### config.mk
export PLATFORM = sky130hd
export DESIGN_NAME = note_recorder
export DESIGN_NICKNAME = d
export VERILOG_FILES = /design/src/rtl/note_recorder.sv
export SDC_FILE = /design/constraint.sdc
export NUM_CORES = 1
export LEC_CHECK = 0
export ABC_CLOCK_PERIOD_IN_PS = 6390
export CAP_MARGIN = 30
export CELL_PAD_IN_SITES_DETAIL_PLACEMENT = 2
export CELL_PAD_IN_SITES_GLOBAL_PLACEMENT = 2
export CORE_MARGIN = 2
export CORE_UTILIZATION = 30
export CTS_CLUSTER_DIAMETER = 30
export DETAILED_ROUTE_END_ITERATION = 7
export GPL_TIMING_DRIVEN = 1
export PLACE_DENSITY = 0.93
export SLEW_MARGIN = 20
export SYNTH_ARGS = -nofsm -noshare
export SYNTH_HDL_FRONTEND = slang
export SYNTH_SLANG_ARGS = --single-unit
### constraint.sdc
create_clock -name clk -period 6.39 [get_ports clk]
set_input_delay 1.278 -clock clk [delete_from_list [all_inputs] [get_ports clk]]
set_output_delay 1.278 -clock clk [all_outputs]
set_load 0.05 [all_outputs]
### src/rtl/note_recorder.sv
// note_recorder: records drum-key presses into three beat-indexed lanes plus a saturating note count.
// One slot commits per beat_tick; all outputs are registered and a commit is visible the cycle after its tick.
module note_recorder #(
   parameter int LANE_LEN = 100,
   parameter int COUNT_W  = 8
) (
   input  logic                clk,
   input  logic                resetn,
   input  logic                start,
   input  logic                stop,
   input  logic                beat_tick,
   input  logic [2:0]          keys,
   output logic                recording,
   output logic                done,
   output logic [6:0]          beat_index,
   output logic [LANE_LEN-1:0] output_red,
   output logic [LANE_LEN-1:0] output_yellow,
   output logic [LANE_LEN-1:0] output_blue,
   output logic [COUNT_W-1:0]  output_total_notes
);
   typedef enum logic [1:0] {IDLE, ARMED, RECORDING, DONE} state_t;

   state_t              state;
   logic [2:0]          keys_q;
   logic [2:0]          pending;
   logic [2:0]          rise;
   logic [2:0]          commit;
   logic [1:0]          pop;
   logic [COUNT_W:0]    sum;
   logic [COUNT_W-1:0]  count_next;
   logic [6:0]          slot;
   logic [6:0]          index_next;
   logic [LANE_LEN-1:0] slot_mask;

   always_comb begin
      rise       = keys & ~keys_q;
      // A rising edge coincident with the tick still belongs to the closing window.
      commit     = pending | rise;
      pop        = {1'b0, commit[0]} + {1'b0, commit[1]} + {1'b0, commit[2]};
      sum        = {1'b0, output_total_notes} + {{(COUNT_W-1){1'b0}}, pop};
      count_next = sum[COUNT_W] ? {COUNT_W{1'b1}} : sum[COUNT_W-1:0];
      slot       = 7'(LANE_LEN - 1) - beat_index;
      slot_mask  = {{(LANE_LEN-1){1'b0}}, 1'b1} << slot;
      index_next = beat_index + 7'd1;
   end

   always_ff @(posedge clk) begin
      if (!resetn) begin
         state              <= IDLE;
         recording          <= 1'b0;
         done               <= 1'b0;
         beat_index         <= '0;
         output_red         <= '0;
         output_yellow      <= '0;
         output_blue        <= '0;
         output_total_notes <= '0;
         pending            <= '0;
         keys_q             <= 3'b111;
      end else begin
         keys_q <= keys;
         case (state)
            IDLE, DONE: begin
               if (start && !stop) begin
                  state              <= ARMED;
                  recording          <= 1'b0;
                  done               <= 1'b0;
                  beat_index         <= '0;
                  output_red         <= '0;
                  output_yellow      <= '0;
                  output_blue        <= '0;
                  output_total_notes <= '0;
                  pending            <= '0;
               end
            end
            ARMED: begin
               if (stop) begin
                  state <= DONE;
                  done  <= 1'b1;
               end else if (beat_tick) begin
                  state     <= RECORDING;
                  recording <= 1'b1;
                  pending   <= '0;
               end
            end
            RECORDING: begin
               if (beat_tick) begin
                  if (commit[2]) output_red    <= output_red    | slot_mask;
                  if (commit[1]) output_yellow <= output_yellow | slot_mask;
                  if (commit[0]) output_blue   <= output_blue   | slot_mask;
                  output_total_notes <= count_next;
                  beat_index         <= index_next;
                  pending            <= '0;
                  if (stop || index_next == 7'(LANE_LEN)) begin
                     state     <= DONE;
                     recording <= 1'b0;
                     done      <= 1'b1;
                  end
               end else if (stop) begin
                  pending   <= '0;
                  state     <= DONE;
                  recording <= 1'b0;
                  done      <= 1'b1;
               end else begin
                  pending <= pending | rise;
               end
            end
            default: begin
               state     <= IDLE;
               recording <= 1'b0;
               done      <= 1'b0;
            end
         endcase
      end
   end
endmodule

==> flow_metrics.env, run 1 <==
export IMPL_status="finished, final reports clean"
export IMPL_slew_violations=0
export IMPL_ys_flop_type="dfxtp_1"
export IMPL_syn_area_per_cell_sq_um=9.20
export IMPL_p_leak_nw=6.46
export IMPL_worstHoldPathType="reg2reg"
export IMPL_cts_setup_buffers=0
export IMPL_grt_first_pass_wirelength_microns=89500
export IMPL_core_sq_um=38800
export IMPL_finalNonFillerCells=2176
export IMPL_antenna_found_initial=0
export IMPL_drc_errors=0
export IMPL_cts_sinks=325
export IMPL_finalSetupViolCount=0
export IMPL_hold_violations=0
export IMPL_cts_buffer_depth=3
export IMPL_synth_common_cells="dfxtp_1 (325), nor2_1 (311), a31oi_1 (254)"
export IMPL_async_flop_share=0
export IMPL_drive_above_1_share=0.125
export IMPL_synth_top_area_frac=0.549
export IMPL_timing_fmax_ghz=0.262
export IMPL_synthMostInstantiatedCell="dfxtp_1"
export IMPL_tritoncts="yes"
export IMPL_synth_cell_types=58
export IMPL_cp_end_kind="flop"
export IMPL_syn_to_final_growth_pct=52.9
export IMPL_hold_path_startpoint="output_blue[99]"
export IMPL_period_share=0.597
export IMPL_cp_endpoint="output_blue[27]"
export IMPL_die_x_microns=203
export IMPL_yosysWarnings=0
export IMPL_finalNetCount=1619
export IMPL_track_usage=0.288
export IMPL_slew_headroom=0.269
export IMPL_worstMarginPinSlew_ps=1100
export IMPL_fin_crit_ps=3820
export IMPL_post_cts_resized=0
export IMPL_num_rows=72
export IMPL_grt_pass1_vias=13400
export IMPL_via_per_inst=5.41
export IMPL_r2r_start="beat_index[3]"
export IMPL_syn_inst=1289
export IMPL_dp_cells=2036
export IMPL_initial_core_util=0.305
export IMPL_yosysTopAreaCell="dfxtp_1"
export IMPL_drtIter0Drc=507
export IMPL_synth_edf_count=0
export IMPL_setup_tns_ps=0
export IMPL_crit_required_ps=6850
export IMPL_grt_max_degree=194
export IMPL_cts_inserted_buffers=75
export IMPL_syn_num_nets=1311
export IMPL_crit_arrival_ps=4280
export IMPL_dr_pass1_iters=4
export IMPL_hpwl_microns=36000
export IMPL_io_pins=325
export IMPL_htreeDepth=3
export IMPL_skew_ps=32.7
export IMPL_synth_area_leaders="dfxtp_1 (55%), a31oi_1 (13%), nor2_1 (9.8%)"
export IMPL_num_vias=11800
export IMPL_layout_setup_ws_ps=2570
export IMPL_cp_start_kind="primary input"
export IMPL_maxCapViolCount=0
export IMPL_clk_pin_slew_ps=40
export IMPL_reg2reg_slack_ps=3010
export IMPL_startpoint="stop"
export IMPL_routed_wl_microns=60000
export IMPL_dp_slack_ps=2130
export IMPL_die_y_microns=203
export IMPL_wl_per_cell_microns=27.6
export IMPL_synth_seq_cells=325
export IMPL_port_buffers=324
export IMPL_path_max_fanout=35
export IMPL_antenna_cells=0
export IMPL_gp_congestion=0.798
export IMPL_rsz0062_at_grt="no"
export IMPL_root_buffer="clkbuf_16"
export IMPL_ir_worst_vdd_mv=0.352
export IMPL_ant_nets=0
export IMPL_ys_seq_area_frac=0.549
export IMPL_p_total_mw=8.13
export IMPL_criticalPathCategory="in2reg"
export IMPL_grt_ovfl_total=0
export IMPL_regToRegEndpoint="output_yellow[78]"
export IMPL_syn_area_sq_um=11900
export IMPL_power_density_nw_per_um2=449
export IMPL_clock_latency_ps=590
export IMPL_hold_buffers=0
export IMPL_die_area_sq_um=41100
export IMPL_r2r_cells=8
power breakdown:
group | internal, mW | leakage (nW) | switching, mW
clock | 2.94 | 1.35 | 1.27
combinational | 0.340 | 2.50 | 1.48
sequential | 2.07 | 2.62 | 0.0326
through the flow:
stage	area, sq um	hold WS [ps]	utilization
after detailed placement	15300	448	0.395
after global routing	18100	470	0.467
final	18100	452	0.467
after global placement	15300	435	0.394
after CTS	18100	456	0.466
after floorplan	11900	446	-
final cells by class:
class / instances / area [sq um]
Fill cell: 3898 / 20700
Sequential cell: 325 / 6510
Multi-Input combinational cell: 840 / 4730
Timing Repair Buffer: 343 / 3440
Clock buffer: 100 / 2160
Tap cell: 518 / 648
Clock inverter: 38 / 598
Inverter: 12 / 45.0
critical path, stage by stage:
cell and delay (ps):
clkdlybuf4s50_1 500, nand2b_1 370, a21o_4 470, nor2_4 730, buf_4 500, a31oi_1 170
nor2_1 210
state kept, by name, indices dropped and copies added (netlist names):
signal and count:
beat_index 7, keys_q 3, pending 3, state 2
done 1, recording 1, output_red 100, output_total_notes 8
output_blue 100, output_yellow 100
cell families after synthesis:
| family | count (synthesis) | share of synthesized area |
|---|---|---|
| AO/OA/AOI/OAI | 364 | 0.190 |
| AND/OR/NAND/NOR | 452 | 0.180 |
| adder cells (fa/ha/maj) | 14 | 0.0160 |
| flip-flops | 325 | 0.549 |
| buffers and inverters | 124 | 0.0552 |
| multiplexers | 7 | 0.00602 |
| XOR/XNOR | 3 | 0.00348 |
routing by layer:
layer  GRT usage  wire, microns
met2       0.523          31000
met4       0.137           2380
met1       0.311          23100
met5           0              0
met3      0.0730           3470
layout by cell type, fill, tap and decap left out, types with 7 or more instances in the layout:
cell type        count
a21oi_1             49
a31oi_1            254
buf_4               14
bufinv_16           14
clkbuf_1             9
clkbuf_16           78
clkbuf_8            13
clkdlybuf4s50_1    324
clkinv_2            13
dfxtp_1            325
ha_1                12
inv_1               12
nand2_1             39
nand2b_1            14
nand3_1             11
nor2_1             311
nor2_2              15
nor2_4               9
nor2b_1              8
nor3_2               9
nor3_4               7
o21ai_0             14
o21ai_1             14
worst min-delay path by stage:
stage	to	slack, ps	depth (start not counted)
floorplan	pending[1]	450	1
detailed placement	output_blue[99]	450	2
CTS	output_blue[99]	460	2
global placement	output_blue[99]	440	2
finish	output_blue[99]	450	2
global route	output_red[96]	470	2
Power figures use the tool's default switching activity.
==> run 2, diff against run 1 <==
--- a/config.mk
+++ b/config.mk
@@ -5,16 +5,16 @@
 export SDC_FILE = /design/constraint.sdc
 export NUM_CORES = 1
 export LEC_CHECK = 0
-export ABC_CLOCK_PERIOD_IN_PS = 6390
+export ABC_CLOCK_PERIOD_IN_PS = 4000
 export CAP_MARGIN = 30
 export CELL_PAD_IN_SITES_DETAIL_PLACEMENT = 2
 export CELL_PAD_IN_SITES_GLOBAL_PLACEMENT = 2
 export CORE_MARGIN = 2
-export CORE_UTILIZATION = 30
+export CORE_UTILIZATION = 28
 export CTS_CLUSTER_DIAMETER = 30
 export DETAILED_ROUTE_END_ITERATION = 7
 export GPL_TIMING_DRIVEN = 1
-export PLACE_DENSITY = 0.93
+export PLACE_DENSITY = 0.88
 export SLEW_MARGIN = 20
 export SYNTH_ARGS = -nofsm -noshare
 export SYNTH_HDL_FRONTEND = slang
==> constraint.sdc (replaced) <==
create_clock -name clk -period 4 [get_ports clk]
set_input_delay 0.8 -clock clk [delete_from_list [all_inputs] [get_ports clk]]
set_output_delay 0.8 -clock clk [all_outputs]
set_load 0.05 [all_outputs]
==> run 2 against run 1 <==
Compared with the run above:
- wire length is 1.0% lower
- non-clock buffer count rose by 4
- first-iteration DRC count is 3.6% higher
==> flow_metrics.env, run 2 (synthesis results as in run 1) <==
export IMPL_cts_setup_buffers=0
export IMPL_tritoncts="yes"
export IMPL_maxCapViolCount=0
export IMPL_track_usage=0.266
export IMPL_worstMarginPinSlew_ps=988
export IMPL_routed_wl_microns=59400
export IMPL_layout_commonest_cell="dfxtp_1"
export IMPL_period_share=0.819
export IMPL_fill_cells=4320
export IMPL_drtIter0Drc=525
export IMPL_antenna_cells=0
export IMPL_p_leak_nw=6.57
export IMPL_finalSetupViolCount=0
export IMPL_drc_errors=0
export IMPL_num_vias=11900
export IMPL_grt_pass1_vias=13500
export IMPL_antenna_found_initial=0
export IMPL_power_density_nw_per_um2=733
export IMPL_cp_end_kind="flop"
export IMPL_via_per_inst=5.38
export IMPL_top_regs="output_blue (100), output_red (100), output_yellow (100)"
export IMPL_postLayoutCellArea_sq_um=18400
export IMPL_core_sq_um=41900
export IMPL_hold_violations=0
export IMPL_p_total_mw=13.5
export IMPL_wl_per_cell_microns=26.8
export IMPL_hpwl_microns=34600
export IMPL_placed_cell_area_sq_um=15400
export IMPL_clk_pin_slew_ps=40
export IMPL_setup_tns_ps=0
export IMPL_hold_buffers=0
export IMPL_cp_start_kind="primary input"
export IMPL_die_y_microns=210
export IMPL_timing_fmax_ghz=0.305
export IMPL_die_area_sq_um=44000
export IMPL_fin_crit_ps=3280
export IMPL_worstHoldPathType="reg2reg"
export IMPL_initial_core_util=0.283
export IMPL_criticalPathCategory="in2reg"
export IMPL_num_rows=75
export IMPL_cts_inserted_buffers=81
export IMPL_slew_headroom=0.341
export IMPL_root_buffer="clkbuf_16"
export IMPL_clock_latency_ps=600
export IMPL_status="finished, final reports clean"
export IMPL_gp_congestion=0.765
export IMPL_crit_arrival_ps=3770
export IMPL_grt_ovfl_total=0
export IMPL_post_cts_resized=0
export IMPL_grt_max_degree=99
export IMPL_die_x_microns=210
export IMPL_skew_ps=38.2
export IMPL_cts_sinks=325
export IMPL_fin_hold_ws_ps=449
export IMPL_cts_buffer_depth=3
export IMPL_drive_above_1_share=0.133
export IMPL_rsz0062_at_grt="no"
export IMPL_port_buffers=324
export IMPL_grt_first_pass_wirelength_microns=88700
export IMPL_ir_worst_vdd_mv=0.524
export IMPL_finalNetCount=1629
export IMPL_layout_common_cells="dfxtp_1 (325), clkdlybuf4s50_1 (324), nor2_1 (311)"
export IMPL_syn_to_final_growth_pct=54.9
export IMPL_dr_pass1_iters=5
export IMPL_io_pins=325
export IMPL_path_max_fanout=5
export IMPL_crit_required_ps=4490
export IMPL_htreeDepth=3
export IMPL_slew_violations=0
export IMPL_ant_nets=0
## run 2: cell count changes in the layout (fill, tap and decap cells not counted), sizes merged
cell	delta
clkinvlp	+1
bufinv	-2
clkinv	-6
buf	+4
clkbuf	+8
inv	+12
## run 2: final timing paths
path / end / slack [ps] / cells after the start / startpoint
worst min-delay path: output_blue[97] / 450 / 2 / output_blue[97]
worst max register to register: output_blue[93] / 750 / 6 / beat_index[3]
worst max-delay path: output_total_notes[5] / 720 / 11 / keys[2]
worst min register to register: output_blue[97] / 450 / 2 / output_blue[97]
## run 2: cell type report
| cell class | instances | area [sq um] | area share |
|---|---|---|---|
| clock buffer | 108 | 2320 | 0.126 |
| clock inverter | 43 | 617 | 0.0336 |
| inverter | 12 | 45.0 | 0.00245 |
| multi-input combinational | 840 | 4730 | 0.257 |
| sequential | 325 | 6510 | 0.354 |
| tap | 539 | 674 | 0.0367 |
| timing repair buffer | 347 | 3480 | 0.189 |
## run 2: layer usage
layer,wire (microns),track usage
met2,29200,0.462
met1,23100,0.292
met5,0,0
met4,3280,0.149
met3,3810,0.0730
## run 2: stage by stage
stage	setup WS, ps	cells	util
final	725	2214	0.439
after detailed placement	179	2062	0.368
after global placement	450	2059	0.368
after global routing	512	2214	0.439
after CTS	732	2213	0.439
after floorplan	1140	1289	-
## run 2: power breakdown
group          internal [mW]  switching, mW  total (mW)
clock network           4.88           2.22        7.10
registers               3.31         0.0481        3.36
logic                  0.600           2.40        3.01
total                   8.79           4.68        13.5
## run 2: worst max-delay path, cell delays in order
cell,delay (ps)
clkdlybuf4s50_1,490
nor2b_1,290
nor2_1,120
fa_1,480
inv_1,70
ha_1,180
fa_1,240
nand3_1,180
nor3_1,460
o21ai_0,200
a21boi_0,240
